`config.mk`:
```
export PLATFORM = sky130hd
export DESIGN_NAME = digit_entry_flat
export DESIGN_NICKNAME = d
export VERILOG_FILES = /design/src/rtl/digit_entry_if.sv /design/src/rtl/digit_entry.sv /design/src/flat_wrapper.sv
export SDC_FILE = /design/constraint.sdc
export NUM_CORES = 1
export LEC_CHECK = 0
export ABC_AREA = 1
export BUFFER_PORTS_ARGS = -buffer_cell sky130_fd_sc_hd__buf_2
export CAP_MARGIN = 15
export CORE_MARGIN = 2
export CORE_UTILIZATION = 62
export DETAILED_ROUTE_END_ITERATION = 6
export PLACE_DENSITY = 0.8
export SLEW_MARGIN = 10
export SYNTH_ARGS = -nofsm -noshare
export SYNTH_HDL_FRONTEND = slang
export SYNTH_SLANG_ARGS = --single-unit
```
`constraint.sdc`:
```
create_clock -name clk -period 2.32 [get_ports clk]
set_input_delay 0.464 -clock clk [delete_from_list [all_inputs] [get_ports clk]]
set_output_delay 0.464 -clock clk [all_outputs]
set_load 0.02 [all_outputs]
```
`src/rtl/digit_entry_if.sv`:
```
// Signal bundle between the button/display side and digit_entry.
// The master side drives the raw buttons; the slave side (digit_entry)
// drives the digit values, the digit enables, and the editing/load status.
interface digit_entry_if;
    logic       btn_select;
    logic       btn_inc;
    logic       btn_start;
    logic [3:0] digit_3;
    logic [3:0] digit_2;
    logic [3:0] digit_1;
    logic [3:0] digit_0;
    logic       enable_3;
    logic       enable_2;
    logic       enable_1;
    logic       enable_0;
    logic       editing;
    logic       load;

    modport master (
        output btn_select, btn_inc, btn_start,
        input  digit_3, digit_2, digit_1, digit_0,
        input  enable_3, enable_2, enable_1, enable_0,
        input  editing, load
    );

    modport slave (
        input  btn_select, btn_inc, btn_start,
        output digit_3, digit_2, digit_1, digit_0,
        output enable_3, enable_2, enable_1, enable_0,
        output editing, load
    );
endinterface

```
`src/rtl/digit_entry.sv`:
```
// digit_entry: user-side MM:SS value entry.
// Each of the three raw buttons is synchronised and debounced into a single
// press event. A small IDLE/EDIT/LOAD state machine uses these events to step
// through the digits, increment the selected digit, and hand the entered
// value to the countdown core with a one-cycle load pulse. While a digit is
// being edited it blinks.
module digit_entry #(
    parameter int DEBOUNCE_CYCLES = 50000,
    parameter int BLINK_HALF      = 250000
) (
    input  logic          clk,
    input  logic          rst_n,
    digit_entry_if.slave  bus
);

    localparam int DW = $clog2(DEBOUNCE_CYCLES);
    localparam int BW = $clog2(BLINK_HALF);
    localparam logic [DW-1:0] DEB_LAST   = DW'(DEBOUNCE_CYCLES - 1);
    localparam logic [BW-1:0] BLINK_LAST = BW'(BLINK_HALF - 1);

    // Button bit positions within the packed button vectors.
    localparam int BTN_SELECT = 0;
    localparam int BTN_INC    = 1;
    localparam int BTN_START  = 2;

    typedef enum logic [1:0] {
        IDLE = 2'd0,
        EDIT = 2'd1,
        LOAD = 2'd2
    } state_t;

    logic [2:0]    btn_raw;
    logic [2:0]    sync_1;
    logic [2:0]    sync_2;
    logic [2:0]    level;
    logic [DW-1:0] db_cnt [3];
    logic [2:0]    press;

    logic          start_evt;
    logic          select_evt;
    logic          inc_evt;

    state_t        state;
    logic [1:0]    sel;
    logic [3:0]    digits [4];
    logic [BW-1:0] blink_cnt;
    logic          phase_on;
    logic          editing_q;
    logic          load_q;
    logic [3:0]    digit_limit;
    logic [3:0]    digit_next;
    logic [3:0]    enables;

    assign btn_raw = {bus.btn_start, bus.btn_inc, bus.btn_select};

    // Two-flop synchroniser bringing the asynchronous buttons into clk.
    always_ff @(posedge clk or negedge rst_n) begin
        if (!rst_n) begin
            sync_1 <= '0;
            sync_2 <= '0;
        end else begin
            sync_1 <= btn_raw;
            sync_2 <= sync_1;
        end
    end

    // Debounce: a level change is accepted only after DEBOUNCE_CYCLES
    // consecutive cycles of disagreement with the accepted level.
    always_ff @(posedge clk or negedge rst_n) begin
        if (!rst_n) begin
            level <= '0;
            for (int i = 0; i < 3; i++) begin
                db_cnt[i] <= '0;
            end
        end else begin
            for (int i = 0; i < 3; i++) begin
                if (sync_2[i] == level[i]) begin
                    db_cnt[i] <= '0;
                end else if (db_cnt[i] == DEB_LAST) begin
                    level[i]  <= sync_2[i];
                    db_cnt[i] <= '0;
                end else begin
                    db_cnt[i] <= db_cnt[i] + DW'(1);
                end
            end
        end
    end

    // A press is the cycle in which a rising accepted level is taken; the
    // state machine acts on it in the same edge that updates the level.
    always_comb begin
        press = '0;
        for (int i = 0; i < 3; i++) begin
            press[i] = sync_2[i] & ~level[i] & (db_cnt[i] == DEB_LAST);
        end
    end

    // Start wins over select, select wins over inc; losers are dropped.
    always_comb begin
        start_evt  = press[BTN_START];
        select_evt = press[BTN_SELECT] & ~press[BTN_START];
        inc_evt    = press[BTN_INC] & ~press[BTN_START] & ~press[BTN_SELECT];
    end

    // Next value of the selected digit; the seconds-tens digit stops at 5.
    always_comb begin
        digit_limit = (sel == 2'd1) ? 4'd5 : 4'd9;
        digit_next  = (digits[sel] == digit_limit) ? 4'd0 : digits[sel] + 4'd1;
    end

    // Entry state machine, digit storage and blink timing.
    always_ff @(posedge clk or negedge rst_n) begin
        if (!rst_n) begin
            state     <= IDLE;
            sel       <= 2'd3;
            blink_cnt <= '0;
            phase_on  <= 1'b1;
            editing_q <= 1'b0;
            load_q    <= 1'b0;
            for (int i = 0; i < 4; i++) begin
                digits[i] <= 4'd0;
            end
        end else begin
            case (state)
                IDLE: begin
                    blink_cnt <= '0;
                    phase_on  <= 1'b1;
                    if (start_evt) begin
                        state  <= LOAD;
                        load_q <= 1'b1;
                    end else if (select_evt) begin
                        state     <= EDIT;
                        editing_q <= 1'b1;
                        sel       <= 2'd3;
                    end
                end
                EDIT: begin
                    if (start_evt) begin
                        state     <= LOAD;
                        load_q    <= 1'b1;
                        editing_q <= 1'b0;
                    end else if (select_evt) begin
                        blink_cnt <= '0;
                        phase_on  <= 1'b1;
                        if (sel == 2'd0) begin
                            state     <= IDLE;
                            editing_q <= 1'b0;
                            sel       <= 2'd3;
                        end else begin
                            sel <= sel - 2'd1;
                        end
                    end else if (inc_evt) begin
                        blink_cnt   <= '0;
                        phase_on    <= 1'b1;
                        digits[sel] <= digit_next;
                    end else if (blink_cnt == BLINK_LAST) begin
                        blink_cnt <= '0;
                        phase_on  <= ~phase_on;
                    end else begin
                        blink_cnt <= blink_cnt + BW'(1);
                    end
                end
                LOAD: begin
                    load_q <= 1'b0;
                    state  <= IDLE;
                    sel    <= 2'd3;
                end
                default: begin
                    state     <= IDLE;
                    load_q    <= 1'b0;
                    editing_q <= 1'b0;
                    sel       <= 2'd3;
                end
            endcase
        end
    end

    // Blank only the selected digit during the off half of the blink.
    always_comb begin
        enables = 4'b1111;
        if (editing_q && !phase_on) begin
            enables[sel] = 1'b0;
        end
    end

    assign bus.digit_3  = digits[3];
    assign bus.digit_2  = digits[2];
    assign bus.digit_1  = digits[1];
    assign bus.digit_0  = digits[0];
    assign bus.enable_3 = enables[3];
    assign bus.enable_2 = enables[2];
    assign bus.enable_1 = enables[1];
    assign bus.enable_0 = enables[0];
    assign bus.editing  = editing_q;
    assign bus.load     = load_q;

endmodule
```
`src/flat_wrapper.sv`:
```
// flat-port wrapper written by rule: the top's interface ports become plain ports
module digit_entry_flat 
#(
    parameter int DEBOUNCE_CYCLES = 50000,
    parameter int BLINK_HALF      = 250000
)
  (clk, rst_n, bus_btn_select, bus_btn_inc, bus_btn_start, bus_digit_3, bus_digit_2, bus_digit_1, bus_digit_0, bus_enable_3, bus_enable_2, bus_enable_1, bus_enable_0, bus_editing, bus_load);
  digit_entry_if bus_i ();
  input  logic clk;
  input  logic rst_n;
  input wire logic [$bits(bus_i.btn_select)-1:0] bus_btn_select;
  input wire logic [$bits(bus_i.btn_inc)-1:0] bus_btn_inc;
  input wire logic [$bits(bus_i.btn_start)-1:0] bus_btn_start;
  output wire logic [$bits(bus_i.digit_3)-1:0] bus_digit_3;
  output wire logic [$bits(bus_i.digit_2)-1:0] bus_digit_2;
  output wire logic [$bits(bus_i.digit_1)-1:0] bus_digit_1;
  output wire logic [$bits(bus_i.digit_0)-1:0] bus_digit_0;
  output wire logic [$bits(bus_i.enable_3)-1:0] bus_enable_3;
  output wire logic [$bits(bus_i.enable_2)-1:0] bus_enable_2;
  output wire logic [$bits(bus_i.enable_1)-1:0] bus_enable_1;
  output wire logic [$bits(bus_i.enable_0)-1:0] bus_enable_0;
  output wire logic [$bits(bus_i.editing)-1:0] bus_editing;
  output wire logic [$bits(bus_i.load)-1:0] bus_load;
  assign bus_i.btn_select = bus_btn_select;
  assign bus_i.btn_inc = bus_btn_inc;
  assign bus_i.btn_start = bus_btn_start;
  assign bus_digit_3 = bus_i.digit_3;
  assign bus_digit_2 = bus_i.digit_2;
  assign bus_digit_1 = bus_i.digit_1;
  assign bus_digit_0 = bus_i.digit_0;
  assign bus_enable_3 = bus_i.enable_3;
  assign bus_enable_2 = bus_i.enable_2;
  assign bus_enable_1 = bus_i.enable_1;
  assign bus_enable_0 = bus_i.enable_0;
  assign bus_editing = bus_i.editing;
  assign bus_load = bus_i.load;
  digit_entry #(.DEBOUNCE_CYCLES(DEBOUNCE_CYCLES), .BLINK_HALF(BLINK_HALF)) u_core (.clk(clk), .rst_n(rst_n), .bus(bus_i));
endmodule
```
==> metrics <==
status=finished, final reports clean; via count=4792; Mean Syn Cell Area=7.561 um2; mapped cell area=0.005588 mm2; # setup viols final=0; clk_skew=9.585 ps; R2R Setup Slk=430 ps; number of remaining DRC errors=0; clock power share=37.4%; Setup Total Neg Slack=0 ps; Ports=27; drt pass-1 iters=5; Crit. End Element=output port; Cell Rows=34; Max-slew headroom=64.64%; cell count after synthesis=739; Crit path arrival time=1650 ps; Switching Share=22.00%; most common cell in the synthesized netlist=nand2_1; sequential fraction of the synthesis area=43.95%; Yosys top cell by area=dfrtp_1; Util after Layout=69.23%; critical path cell sequence=inv_2 -> ha_1 -> nand3_1 -> buf_2; post-synth net total=755; Least-Margin Pin Slew=530.3 ps; core area=0.008721 mm2; Final min period=2117 ps; routed wire length=11.45 mm; Clk Latency, worst-skew pair=350 ps; Most used DFF post-synth=dfrtp_1; Seq pwr share=59.3%; CP Class=flip-flop to output port; Buf/Inv on CP=2; Tcrit/Tclk final=91.25%; Yosys Warn Count=0; CP max-delay cell=dfstp_2; largest net degree at the start of global routing=99; crit path max fanout=7; Nets=788; synth top area cells=dfrtp_1, nand2_1, nor2_1; Synth Register Bits=98; VDD IR-drop max=0.0003197 V; fin cells=885; wire per inst=12.94 um; chip height=98.94 um; maxcap violations=0; CTS tree=built; NetSw=0.6438 mW; vias in the first global route=4568; top cells by count, synth=nand2_1, nor2_1, dfrtp_1, inv_1, nand3_1; CTS Buffer Depth=2; Avg Vias per Cell=5.415; # diodes=0; grt ovf=0; internal power=2.282 mW; Final Hold Viols=0; reg2reg start=u_core.db_cnt[16]; RR Endpoint=u_core.bus.digit_1[3]; post-synth top area share=42.54%; distinct cell type count after synthesis=40; Reg2Reg Depth=10; Die Area=0.009788 mm2; fraction of registers with async set/reset=100.0%; layout cells sized above 1=12.48%; Max Transition Viols Final=0; Port Buffers=26; initial core utilization=64.07%; clock sinks=98; cts hold-fix bufs=0; H-tree depth=3; Routed Antenna Nets=0; DIE WIDTH=98.94 um; Worst setup SP type=flip-flop; cell family with most CP delay=flip-flops; fmax=0.4724 GHz; initial antenna violation count=0; area delta synth->final=8.039%; CP Data Required Time=1860 ps; CP peak stage delay=620 ps; Placed Instances=868; worst min-delay path class=input pin to asynchronous set/reset pin; EDFF count, synth=0; PD cells=484.7 mW/mm2; Pleak=2.804 nW; Finished Cell Area=0.006037 mm2; Reg clk slew, reported paths=90 ps; first-pass GRT wire length=20.31 mm; cell area after placement=0.005833 mm2; CTS Buf Count=9; unrepaired setup endpoints after global routing=false; gpl congestion=0.8865; Gate power share=3.2%; clk root buf=clkbuf_8; Total Routing Usage GR=25.18%; detailed router's first-iteration violation count=205; post-DP HPWL=8.463 mm
metrics by stage:
stage / power, mW / hold slack, ps / setup WS [ps]
floorplan: 1.811 / 168.4 / 578.2
global placement: 1.865 / 334.4 / 485.3
detailed placement: 1.868 / 345.1 / 431.7
CTS: 2.966 / 164.9 / 78.07
global route: 3.039 / 195.1 / 100.8
finish: 2.926 / 128.0 / 203.0
routing by layer:
layer / vias to the layer above / wire length [um] / global-route usage, %
li1: 2432 / - / -
met4: 0 / 184 / 8.851
met2: 95 / 5657 / 41.68
met1: 2249 / 5196 / 34.22
met5: - / 0 / 0
met3: 16 / 409 / 3.404
state kept, by name, indices dropped and copies added, names as in the netlist:
name / flops
u_core.blink_cnt: 18
u_core.bus.digit_0: 4
u_core.bus.digit_1: 4
u_core.bus.digit_2: 4
u_core.bus.digit_3: 4
u_core.bus.editing: 1
u_core.bus.load: 1
u_core.db_cnt: 48
u_core.level: 3
u_core.phase_on: 1
u_core.sel: 2
u_core.state: 2
u_core.sync_1: 3
u_core.sync_2: 3
how the worst max path moves through the flow:
stage / cells past startpoint / to / start / slack [ps]
3_3_place_gp: 4 / bus_enable_0 / u_core.sel[0] / 490
2_1_floorplan: 5 / bus_enable_0 / u_core.sel[0] / 580
5_1_grt: 4 / bus_enable_1 / u_core.sel[1] / 100
4_1_cts: 4 / bus_enable_0 / u_core.sel[0] / 80
3_5_place_dp: 9 / u_core.bus.digit_2[2] / u_core.sel[0] / 430
6_report: 4 / bus_enable_1 / u_core.sel[1] / 200
worst register-to-register path: cells and delay by family, from the launching register on:
family / cells / cell delay, ps
compound gates: 1 / 60
fa+ha+maj: 1 / 190
flops: 1 / 380
simple gates: 8 / 1190
power groups by stage:
stage / Clock [mW] / Combinational [mW] / Sequential, mW
6_report: 1.10 / 0.0950 / 1.74
5_1_grt: 1.19 / 0.114 / 1.74
4_1_cts: 1.13 / 0.0987 / 1.74
3_5_place_dp: 0 / 0.0981 / 1.77
3_3_place_gp: 0 / 0.0958 / 1.77
2_1_floorplan: 0 / 0.0441 / 1.77
logic make-up after synthesis:
kind of cell / Yosys count / synth area share, %
adders and majority gates: 11 / 2.463
DFF: 98 / 43.95
and+or+nand+nor: 427 / 35.65
AOI/OAI and AO/OA: 79 / 7.434
xor gates and xnor gates: 19 / 2.978
buffers and inverters: 105 / 7.524
placed cells by master, fill, tap and decap left out, types with 3 or more instances in the layout:
cell type  count
o21ai_1       30
nand3_2        4
nand2_2        5
inv_2         19
nor3_1        22
xnor2_1        5
o21bai_1       3
buf_4          3
dfstp_2        3
nor2_4         4
clkbuf_8      10
nand2_4        5
buf_2         25
nand2_1      174
nand4_1       18
nor2_8         3
xor2_1        14
inv_1         74
ha_1          11
a21oi_1       28
nor2_2         6
clkinv_1       4
nor4_1         3
nor2_1       116
o21ai_0       13
nand3_1       59
dfrtp_1       95
repair_timing:
action,in CTS,in global routing
setup endpoints to repair,0,1
resized for setup,0,0
setup buffers,0,1
final cells by class:
type                       count  area (um2)
tap                          108       135.1
timing repair buffer          29       167.7
multi-input combinational    536        2711
clock inverter                 4       51.30
sequential                    98        2456
clock buffer                  12       145.1
inverter                      98       370.4
fill                         710        2684
(Power assumes the default switching activity.)
